`src/rtl/cpu_pkg.sv`:
```
// Shared CPU definitions: field widths, interface defaults, fetch FSM encoding,
// opcode and ALU-function constants used across the core.
package cpu_pkg;

  localparam int OPCODE_W    = 4;
  localparam int ADDR_W_DEF  = 12;
  localparam int INSTR_W_DEF = 16;

  typedef enum logic [1:0] {
    FETCH_IDLE  = 2'd0,
    FETCH_REQ   = 2'd1,
    FETCH_ISSUE = 2'd2
  } fetch_state_e;

  localparam logic [OPCODE_W-1:0] OP_NOP = 4'h0;
  localparam logic [OPCODE_W-1:0] OP_ADD = 4'h1;
  localparam logic [OPCODE_W-1:0] OP_SUB = 4'h2;
  localparam logic [OPCODE_W-1:0] OP_LD  = 4'h3;
  localparam logic [OPCODE_W-1:0] OP_ST  = 4'h4;
  localparam logic [OPCODE_W-1:0] OP_JMP = 4'hA;

  localparam logic [2:0] ALU_ADD = 3'd0;
  localparam logic [2:0] ALU_SUB = 3'd1;
  localparam logic [2:0] ALU_AND = 3'd2;
  localparam logic [2:0] ALU_OR  = 3'd3;

endpackage

```
`src/rtl/pc_register.sv`:
```
// Program counter: synchronous load or increment, wrapping modulo 2^W,
// with synchronous active-low reset to zero.
module pc_register #(
  parameter int W = 12
) (
  input  logic         clk_i,
  input  logic         rst_n_i,
  input  logic         load_i,
  input  logic [W-1:0] load_val_i,
  input  logic         inc_i,
  output logic [W-1:0] pc_o
);

  logic [W-1:0] pc_q;
  logic [W-1:0] pc_d;

  // Next PC: load has priority over increment; increment wraps naturally.
  always_comb begin
    pc_d = pc_q;
    if (load_i) begin
      pc_d = load_val_i;
    end else if (inc_i) begin
      pc_d = pc_q + {{(W-1){1'b0}}, 1'b1};
    end else begin
      pc_d = pc_q;
    end
  end

  // PC state register.
  always_ff @(posedge clk_i) begin
    if (!rst_n_i) begin
      pc_q <= {W{1'b0}};
    end else begin
      pc_q <= pc_d;
    end
  end

  assign pc_o = pc_q;

endmodule

```
`src/rtl/instruction_fetch.sv`:
```
// Instruction fetch unit: requests one word at pc, holds it in the instruction
// register until the decoder accepts it, then advances or redirects pc.
module instruction_fetch
  import cpu_pkg::*;
#(
  parameter int ADDR_W  = ADDR_W_DEF,
  parameter int INSTR_W = INSTR_W_DEF
) (
  input  logic                  clk,
  input  logic                  rst_n,
  input  logic                  run,
  output logic                  mem_req,
  output logic [ADDR_W-1:0]     mem_addr,
  input  logic                  mem_ack,
  input  logic [INSTR_W-1:0]    mem_rdata,
  output logic                  instr_valid,
  input  logic                  instr_ready,
  output logic [OPCODE_W-1:0]   opcode,
  output logic [INSTR_W-OPCODE_W-1:0] operand,
  output logic [ADDR_W-1:0]     instr_pc,
  input  logic                  jump_en,
  input  logic [ADDR_W-1:0]     jump_addr
);

  fetch_state_e        state_q, state_d;
  logic [INSTR_W-1:0]  ir_q, ir_d;
  logic [ADDR_W-1:0]   instr_pc_q, instr_pc_d;
  logic [ADDR_W-1:0]   pc_s;
  logic                handshake_s;
  logic                pc_load_s;
  logic                pc_inc_s;

  assign handshake_s = (state_q == FETCH_ISSUE) && instr_ready;
  // jump inputs only matter on the accepting cycle
  assign pc_load_s   = handshake_s && jump_en;
  assign pc_inc_s    = handshake_s && !jump_en;

  pc_register #(.W(ADDR_W)) u_pc (
    .clk_i      (clk),
    .rst_n_i    (rst_n),
    .load_i     (pc_load_s),
    .load_val_i (jump_addr),
    .inc_i      (pc_inc_s),
    .pc_o       (pc_s)
  );

  // Fetch FSM next state and IR/instr_pc capture.
  always_comb begin
    state_d    = state_q;
    ir_d       = ir_q;
    instr_pc_d = instr_pc_q;
    case (state_q)
      FETCH_IDLE: begin
        if (run) begin
          state_d = FETCH_REQ;
        end else begin
          state_d = FETCH_IDLE;
        end
      end
      FETCH_REQ: begin
        if (mem_ack) begin
          ir_d       = mem_rdata;
          instr_pc_d = pc_s;
          state_d    = FETCH_ISSUE;
        end else begin
          state_d = FETCH_REQ;
        end
      end
      FETCH_ISSUE: begin
        if (instr_ready) begin
          state_d = run ? FETCH_REQ : FETCH_IDLE;
        end else begin
          state_d = FETCH_ISSUE;
        end
      end
      default: begin
        state_d = FETCH_IDLE;
      end
    endcase
  end

  // State, instruction register and issued-address registers.
  always_ff @(posedge clk) begin
    if (!rst_n) begin
      state_q    <= FETCH_IDLE;
      ir_q       <= {INSTR_W{1'b0}};
      instr_pc_q <= {ADDR_W{1'b0}};
    end else begin
      state_q    <= state_d;
      ir_q       <= ir_d;
      instr_pc_q <= instr_pc_d;
    end
  end

  assign mem_req     = (state_q == FETCH_REQ);
  assign mem_addr    = pc_s;
  assign instr_valid = (state_q == FETCH_ISSUE);
  assign opcode      = ir_q[INSTR_W-1 -: OPCODE_W];
  assign operand     = ir_q[INSTR_W-OPCODE_W-1:0];
  assign instr_pc    = instr_pc_q;

endmodule
```
`config.mk`:
```
export PLATFORM = sky130hd
export DESIGN_NAME = instruction_fetch
export DESIGN_NICKNAME = d
export VERILOG_FILES = /design/src/rtl/cpu_pkg.sv /design/src/rtl/pc_register.sv /design/src/rtl/instruction_fetch.sv
export SDC_FILE = /design/constraint.sdc
export NUM_CORES = 1
export LEC_CHECK = 0
export CORE_UTILIZATION = 35
export CTS_BUF_LIST = sky130_fd_sc_hd__clkbuf_16
export DETAILED_ROUTE_END_ITERATION = 16
export GPL_ROUTABILITY_DRIVEN = 0
export HOLD_SLACK_MARGIN = 0.05
export PLACE_DENSITY = 0.66
export SYNTH_ARGS = -nofsm -noshare
export SYNTH_HDL_FRONTEND = slang
export SYNTH_HIERARCHICAL = 1
export SYNTH_SLANG_ARGS = --single-unit
```
`constraint.sdc`:
```
create_clock -name clk -period 2.15 [get_ports clk]
set_clock_uncertainty 0.1 [all_clocks]
set_input_delay 0.3225 -clock clk [delete_from_list [all_inputs] [get_ports clk]]
set_output_delay 0.3225 -clock clk [all_outputs]
set_load 0.03 [all_outputs]
```
==> impl_metrics.env, run 1 <==
export IMPL_drt_pass1_iter_count=4
export IMPL_die_width_um=78.43
export IMPL_post_place_ws_ns=0.1593
export IMPL_slew_violations=0
export IMPL_grt_usage_pct=15.66
export IMPL_wire_per_inst_um=12.22
export IMPL_rsz0062_at_grt="false"
export IMPL_hold_buffers=0
export IMPL_layout_drive_gt1_share_pct=22.37
export IMPL_setup_tns_ns=0
export IMPL_clk_pin_slew_ns=0.06
export IMPL_place_inst=359
export IMPL_final_nets=329
export IMPL_hold_class="in2reg"
export IMPL_worst_pin_slew_ns=0.4217
export IMPL_ant_nets=0
export IMPL_p_sw_share_pct=23.60
export IMPL_fill_cells=528
export IMPL_synth_nets=253
export IMPL_cts_sinks=42
export IMPL_h_tree_depth=2
export IMPL_r2r_start="state_q[1]"
export IMPL_hold_viol=0
export IMPL_grt_max_degree=45
export IMPL_antenna_found_initial=0
export IMPL_clockBufferDepth=2
export IMPL_ys_ff_latch=42
export IMPL_placed_area_um2=2864
export IMPL_start_util_pct=36.68
export IMPL_cp_slowest_cell="clkdlybuf4s50_1"
export IMPL_path_max_fanout=4
export IMPL_die_h_um=78.43
export IMPL_utilization_pct=53.92
export IMPL_syn_cell_area_um2=2044
export IMPL_synth_most_common_cell="dfxtp_1"
export IMPL_syn_inst=218
export IMPL_drt_iter0_markers=36
export IMPL_required_ns=1.73
export IMPL_min_path_cells=3
export IMPL_critPathLaunchType="flop"
export IMPL_fmax_mhz=503.6
export IMPL_final_setup_viol_count=0
export IMPL_grt_remaining_overflow=0
export IMPL_ys_warn_count=6
export IMPL_root_buffer="clkbuf_16"
export IMPL_insertion_delay_ns=0.28
export IMPL_cts_tree="done"
export IMPL_rows=27
export IMPL_synthFlopType="dfxtp_1"
export IMPL_whs_endpoint="u_pc/pc_o[3]"
export IMPL_leakage_nw=1.020
export IMPL_async_reset_ff_share_pct=0
export IMPL_end_kind="output port"
export IMPL_period_share_pct=92.35
export IMPL_reg2reg_slack_ns=0.43
export IMPL_yosys_top_cells_count="42 x dfxtp_1, 36 x nand2_1, 21 x nand3_2, 21 x o21ai_2, 11 x a21oi_1"
export IMPL_avgSynthCellArea_um2=9.378
export IMPL_clockPowerShare_pct=40.6
export IMPL_viasPerCell=4.725
export IMPL_grt_pass1_wl_mm=7.714
export IMPL_io_buffers=75
export IMPL_dp_hpwl_mm=3.245
export IMPL_core_um2=5574
export IMPL_cts_setup_buffers=0
export IMPL_p_int_mw=1.332
export IMPL_ios=76
export IMPL_yosys_area_top_type="dfxtp_1"
export IMPL_grt_pass1_vias=1659
export IMPL_fp_dieArea_um2=6151
export IMPL_netlist_area_leader_share_pct=41.13
export IMPL_relSlewSlack_pct=71.85
export IMPL_power_density_nw_per_um2=580.1
export IMPL_fin_area_um2=3005
export IMPL_drt_wl_total_mm=4.486
export IMPL_synthTopCellsByArea="dfxtp_1 41%, nand3_2 10%, o21ai_2 9.0%"
export IMPL_area_growth_pct=47.00
export IMPL_synth_edf_count=0
export IMPL_cts_resized=0
export IMPL_cap_violations=0
export IMPL_cts_buffers_inserted=5
export IMPL_path_class="reg2out"
export IMPL_holdWs_ns=0.3094
export IMPL_seq_area_frac_synth_pct=41.13
export IMPL_p_switching_mw=0.4114
export IMPL_seqPwrFrac_pct=46.3
export IMPL_period_minus_slack_ns=1.986
export IMPL_slowest_delay_ns=0.72
export IMPL_p_comb_share_pct=13.0
export IMPL_status="complete, no violations"
export IMPL_route_detailed_drc=0
export IMPL_rr_worst_depth=7
export IMPL_critPathArrivalTime_ns=1.56
export IMPL_r2r_end="u_pc/pc_o[5]"
export IMPL_finalPower_mw=1.743
export IMPL_final_cells=367
export IMPL_num_vias=1734
export IMPL_synth_cell_type_count=32
export IMPL_antennaDiodeCount=0
export IMPL_worstPathCellList="nor2b_1, clkdlybuf4s50_1"
export IMPL_fin_ws_ns=0.1644
export IMPL_hold_start="rst_n"
export IMPL_peakVddDrop_mv=0.2853
-- worst max path at each step --
stage	slack (ns)	startpoint	cells after the start	end
floorplan	0.17	state_q[1]	8	u_pc/pc_o[5]
global placement	0.20	instr_ready	8	u_pc/pc_o[1]
detailed placement	0.16	instr_ready	7	u_pc/pc_o[5]
CTS	0.15	state_q[1]	2	instr_valid
global route	0.06	state_q[1]	2	instr_valid
finish	0.16	state_q[1]	2	instr_valid
-- power by group through the flow --
stage	Clock, mW	Sequential (mW)	Combinational (mW)
after floorplan	0	0.852	0.0920
after CTS	0.740	0.808	0.230
after global placement	0	0.825	0.227
final	0.709	0.808	0.227
after detailed placement	0	0.825	0.228
after global routing	0.766	0.810	0.243
-- registers in the layout, indices dropped and copies added (netlist names) --
| signal | cells |
|---|---|
| u_pc/pc_o | 12 |
| ir_q | 16 |
| instr_pc | 12 |
| state_q | 2 |
-- cells by family after synthesis --
group                    Yosys count  synth area share, %
AND/OR/NAND/NOR                   92                28.52
AO/OA/AOI/OAI                     50                16.59
XOR/XNOR                          11                4.712
adder cells (fa/ha/maj)            1               0.6119
multiplexers                       2               0.9792
buffers and inverters             20                7.466
flip-flops                        42                41.13
-- layout make-up --
cell class,count,area (µm²),share of cell area (%)
timing repair buffer,84,863.3,28.73
sequential,42,840.8,27.98
clock buffer,5,125.1,4.163
multi-input combinational,156,1051,34.97
inverter,5,18.77,0.6245
tap,72,90.09,2.998
clock inverter,3,16.27,0.5412
-- cell usage in the layout (no fill, tap or decap) --
cell type,instances
clkbuf_16,5
o21a_1,1
clkinvlp_4,1
clkinv_2,1
clkdlybuf4s50_1,74
buf_4,5
nand4_4,1
o21ai_2,21
nor3b_1,3
nand3_1,10
clkinv_1,1
nor2_1,6
a21oi_1,11
and3b_4,1
buf_2,1
inv_1,5
xor2_1,4
and2b_1,1
xnor2_1,7
buf_12,4
o22ai_1,3
or2b_1,1
nor3_2,5
and3_1,2
ha_1,1
nand2_1,36
nand3_2,21
a32oi_1,1
dfxtp_1,42
nand4_1,3
nor2b_1,2
mux2i_1,2
o21ai_1,7
o21ai_0,6
-- critical path: cells and delay by family, from the launching register on --
kind	cells	cell delay [ns]
flops	1	0.35
simple gates	1	0.22
buf+inv	1	0.72
-- routing by layer --
| metal | track usage, % | vias up | wire length (µm) |
|---|---|---|---|
| li1 | - | 906 | - |
| met1 | 20.57 | 774 | 2168 |
| met2 | 24.91 | 50 | 1983 |
| met3 | 4.419 | 4 | 292 |
| met4 | 4.444 | 0 | 42 |
| met5 | 0 | - | 0 |
No activity file was read; power rests on OpenSTA's default activity.
==> inputs of run 2 (changes only) <==
Settings changed: CTS_CLUSTER_SIZE from default to 28.
==> results of run 2 <==
The final DEF is identical to that of run 1; final timing and power are the same.
==> inputs of run 3 (changes only) <==
--- a/constraint.sdc
+++ b/constraint.sdc
@@ -4,2 +4,2 @@
 set_output_delay 0.3225 -clock clk [all_outputs]
-set_load 0.03 [all_outputs]
+set_load 0.01 [all_outputs]
==> run 3 against run 2 <==
  * Hold slack worse by 0.0018 ns
  * First-iteration DRC count up 75%
  * Fmax rose by 6.4%
  * Utilization decreased by 0.20 points
  * Critical path type unchanged
==> impl_metrics.env, run 3 (synthesis results as in run 1) <==
export IMPL_status="complete, no violations"
export IMPL_layout_cells_most_common="clkdlybuf4s50_1"
export IMPL_min_path_cells=3
export IMPL_num_vias=1737
export IMPL_rsz0062_at_grt="false"
export IMPL_die_h_um=78.43
export IMPL_die_width_um=78.43
export IMPL_path_max_fanout=4
export IMPL_h_tree_depth=2
export IMPL_whs_endpoint="u_pc/pc_o[3]"
export IMPL_layout_drive_gt1_share_pct=21.77
export IMPL_period_share_pct=86.76
export IMPL_start_util_pct=36.68
export IMPL_slowest_delay_ns=0.59
export IMPL_leakage_nw=1.020
export IMPL_hold_start="rst_n"
export IMPL_path_buf_inv=1
export IMPL_power_density_nw_per_um2=572.6
export IMPL_ant_nets=0
export IMPL_slew_violations=0
export IMPL_layout_common_cells="74 x clkdlybuf4s50_1, 42 x dfxtp_1, 36 x nand2_1"
export IMPL_r2r_start="state_q[1]"
export IMPL_grt_pass1_vias=1607
export IMPL_clockBufferDepth=2
export IMPL_grt_max_degree=45
export IMPL_r2r_end="u_pc/pc_o[5]"
export IMPL_setup_tns_ns=0
export IMPL_cts_setup_buffers=0
export IMPL_grt_pass1_wl_mm=7.576
export IMPL_end_kind="output port"
export IMPL_clk_pin_slew_ns=0.06
export IMPL_drt_wl_total_mm=4.550
export IMPL_fmax_mhz=536.1
export IMPL_fp_dieArea_um2=6151
export IMPL_hold_viol=0
export IMPL_p_comb_share_pct=11.7
export IMPL_rows=27
export IMPL_cts_resized=0
export IMPL_drt_iter0_markers=63
export IMPL_worstPathCellList="nor2b_1, clkdlybuf4s50_1"
export IMPL_viasPerCell=4.746
export IMPL_hold_buffers=0
export IMPL_path_class="reg2out"
export IMPL_largest_register_ffs=16
export IMPL_p_sw_share_pct=22.54
export IMPL_drt_pass1_iter_count=4
export IMPL_finalPower_mw=1.714
export IMPL_cts_buffers_inserted=5
export IMPL_final_nets=328
export IMPL_cts_tree="done"
export IMPL_dp_hpwl_mm=3.247
export IMPL_reg2reg_slack_ns=0.39
export IMPL_root_buffer="clkbuf_16"
export IMPL_cp_slowest_cell="clkdlybuf4s50_1"
export IMPL_utilization_pct=53.71
export IMPL_p_int_mw=1.328
export IMPL_wire_per_inst_um=12.43
export IMPL_clockPowerShare_pct=41.1
export IMPL_cts_sinks=42
export IMPL_core_um2=5574
export IMPL_grt_remaining_overflow=0
export IMPL_fill_cells=527
export IMPL_placed_area_um2=2856
export IMPL_rr_worst_depth=7
export IMPL_antennaDiodeCount=0
export IMPL_io_buffers=75
export IMPL_fin_area_um2=2994
export IMPL_critPathLaunchType="flop"
export IMPL_p_switching_mw=0.3865
export IMPL_relSlewSlack_pct=71.00
export IMPL_peakVddDrop_mv=0.3500
export IMPL_seqPwrFrac_pct=47.1
export IMPL_cap_violations=0
export IMPL_grt_usage_pct=15.73
export IMPL_route_detailed_drc=0
export IMPL_critPathArrivalTime_ns=1.44
export IMPL_hold_class="in2reg"
export IMPL_insertion_delay_ns=0.28
export IMPL_required_ns=1.73
export IMPL_crit_family="buffers and inverters"
export IMPL_top_register="ir_q"
export IMPL_period_minus_slack_ns=1.865
export IMPL_ios=76
export IMPL_final_setup_viol_count=0
export IMPL_antenna_found_initial=0
export IMPL_worst_pin_slew_ns=0.4345
export IMPL_area_growth_pct=46.45
run 3: cell count changes in the layout (fill, tap and decap cells not counted):
cell	before	now
inv_1	5	6
buf_4	5	4
clkinvlp_4	1	0
run 3: worst max path at each step:
stage / end / slack [ns] / start / cells after the start
2_1_floorplan: u_pc/pc_o[5] / 0.48 / state_q[1] / 8
3_3_place_gp: u_pc/pc_o[1] / 0.20 / instr_ready / 8
3_5_place_dp: u_pc/pc_o[5] / 0.12 / instr_ready / 7
4_1_cts: instr_valid / 0.27 / state_q[1] / 2
5_1_grt: u_pc/pc_o[5] / 0.14 / state_q[1] / 7
6_report: instr_valid / 0.28 / state_q[1] / 2
run 3: stage by stage:
step | cells | setup slack [ns] | hold WS (ns)
global route | 366 | 0.1387 | 0.3237
global placement | 358 | 0.2004 | 0.3360
finish | 366 | 0.2846 | 0.3076
detailed placement | 358 | 0.1175 | 0.3420
CTS | 366 | 0.2695 | 0.3054
floorplan | 218 | 0.4768 | 0.3435
run 3: power groups by stage:
stage,sequential (mW),clock (mW),combinational [mW]
after floorplan,0.831,0,0.0887
after global placement,0.825,0,0.202
after detailed placement,0.825,0,0.203
after CTS,0.808,0.730,0.204
after global routing,0.810,0.755,0.218
final,0.808,0.705,0.201
run 3: worst register-to-register path, stage by stage, from the launching register on:
cell	delay [ns]
dfxtp_1	0.34
nor2b_1	0.23
nand2_1	0.08
nor2_1	0.29
and3_1	0.23
nand4_1	0.12
xor2_1	0.17
a21oi_1	0.13
run 3: routing by layer:
metal  global-route usage (%)  vias up  part of all wire (%)
met3                    4.884        6                   5.9
met1                    19.50      773                    47
met2                    25.61       49                    46
met5                        0        -                     0
li1                         -      909                     -
met4                    5.556        0                   1.5
run 3: layout make-up:
class	instances	area, µm²	area share (%)
Multi-Input combinational cell	156	1051	35.10
Timing Repair Buffer	83	855.8	28.58
Sequential cell	42	840.8	28.08
Clock buffer	5	125.1	4.179
Tap cell	72	90.09	3.009
Inverter	5	18.77	0.6268
Clock inverter	3	12.51	0.4179
==> edit: new RTL, config.mk and constraints of run 2 <==
Change the package constant `ADDR_W_DEF` from 12 to 10.
--- a/src/rtl/cpu_pkg.sv
+++ b/src/rtl/cpu_pkg.sv
@@ -3,7 +3,7 @@
 package cpu_pkg;
 
   localparam int OPCODE_W    = 4;
-  localparam int ADDR_W_DEF  = 12;
+  localparam int ADDR_W_DEF  = 10;
   localparam int INSTR_W_DEF = 16;
 
   typedef enum logic [1:0] {
Interface: changed (resized instr_pc, jump_addr and mem_addr); port bits go from 76 to 70. The function was not compared with the original's and may differ.
==> edit against run 2 <==
Core utilization rose by 2.5 points. Total power fell by 9.0%. Count of clock-buffer cells in the layout did not move. Global-route usage rose by 1.1 points. Routed wire length fell by 15%. Setup slack got worse by 0.0075 ns. Sequential cell count fell by 4. Final area fell by 17%. Critical path depth did not move. Synthesized area fell by 21%. Critical path type unchanged.
==> edit: results (changes against run 2) <==
finish:
  drive_above_1_share: 0.0639  # -0.160
  seqCellArea_sq_um: 761  # -9.5%
  multi_input_area_share: 0.300  # -0.0499
  multi_input_area_sq_um: 747  # -29%
  n_all_buffers: 77  # -8.3%
  clk_share: 0.0532  # +0.00620
  clock_buffers: 5  # unchanged
  n_all_inverters: 4  # -1
  multi_input_cells: 140  # -10%
  fillers: 426  # -19%
  buffer_area_frac: 0.309  # +0.0221
  fin_nets: 299  # -9.1%
clock_network:
  numClockSinks: 38  # -9.5%
  path_clk_slew_ns: 0.05
  ctsResizeCount: 0  # unchanged
  h-tree-depth: 2  # unchanged
sta:
  max-slew-margin-rel: 0.641  # -0.0777
  fin_hold_ws_ns: 0.344  # +0.0348 ns
  final.period_utilization: 0.927  # +0.00347
yosys:
  synth_top_cells_by_area: "dfxtp_1 (47%), nand3_1 (9.3%), o21ai_1 (8.0%)"
  ys_top_cells_by_count: "dfxtp_1 (38), nand2_1 (30), nand3_1 (30), o21ai_1 (26), nor2_1 (10)"
  netlist_instances: 196  # -10%
  synthDistinctLibCells: 28  # -13%
  seq_area_frac_synth: 0.470  # +0.0586
  synthesis.nets: 229  # -9.5%
flow_run:
  maxCapViolations: 0  # unchanged
worst_setup_path:
  endpoint: "instr_valid"
  regToRegSetupSlack_ns: 0.44
  worst-path-max-fanout: 4  # unchanged
  r2r-end: "u_pc/pc_o[1]$_SDFFE_PN0P_"
  reg2regPathDepth: 8  # +1
  critPathArrivalTime_ns: 1.57
place:
  dp_slack_ns: 0.234  # +0.0745 ns
  port_buffers: 69  # -8.0%
  placed_area_sq_um: 2360  # -18%
  hpwl_microns: 2640  # -19%
  placedCellCount: 311  # -13%
floorplanning:
  core_sq_um: 4410  # -21%
worst_hold_path:
  hold-path-endpoint: "instr_pc[7]$_SDFFE_PN0P_"
  min_from: "instr_pc[7]$_SDFFE_PN0P_"
  min_path_type: "register to register"
  min_path_cells: 2  # -1
power_and_ir_drop:
  leakagePower_nw: 0.889  # -13%
  irDropWorstVdd_mv: 0.385  # +35%
global_routing:
  grt_max_degree: 40  # -11%
  antenna_found_initial: 0  # unchanged
  grt_pass1_wl_microns: 6650  # -14%
  grt_pass1_vias: 1472  # -11%
  grtUsageTotal: 0.168  # +0.0112
drt:
  drtIter0Drc: 53  # +47%
  vias: 1555  # -10%
  wire_per_inst_microns: 12.0  # -1.7%
  routed_wl_microns: 3820  # -15%
status:
  status: "finished, final reports clean"
[edit: power by group]
group | internal, mW | total [mW] | switching, mW
Combinational | 0.0985 | 0.191 | 0.0920
Clock | 0.414 | 0.663 | 0.250
Sequential | 0.721 | 0.732 | 0.0105
Total | 1.23 | 1.59 | 0.352
[edit: critical path: cells and delay by family, from the launching register on]
kind	cells	cell delay, ns
simple gates	1	0.22
buf+inv	1	0.72
flops	1	0.36
[edit: routing by layer]
| layer | global-route usage | wire (microns) | vias to the layer above |
|---|---|---|---|
| li1 | - | - | 805 |
| met1 | 0.219 | 1900 | 698 |
| met2 | 0.262 | 1640 | 48 |
| met3 | 0.0548 | 248 | 4 |
| met4 | 0.0533 | 30 | 0 |
| met5 | 0 | 0 | - |
[edit: kinds of logic (layout without fill, tap and decap cells)]
group	Yosys count	in the layout	share of synthesized area
buf+inv	18	88	0.0695
flops	38	38	0.470
compound gates	44	44	0.142
xor+xnor	9	9	0.0487
simple gates	84	84	0.250
mux	2	2	0.0124
fa+ha+maj	1	1	0.00773
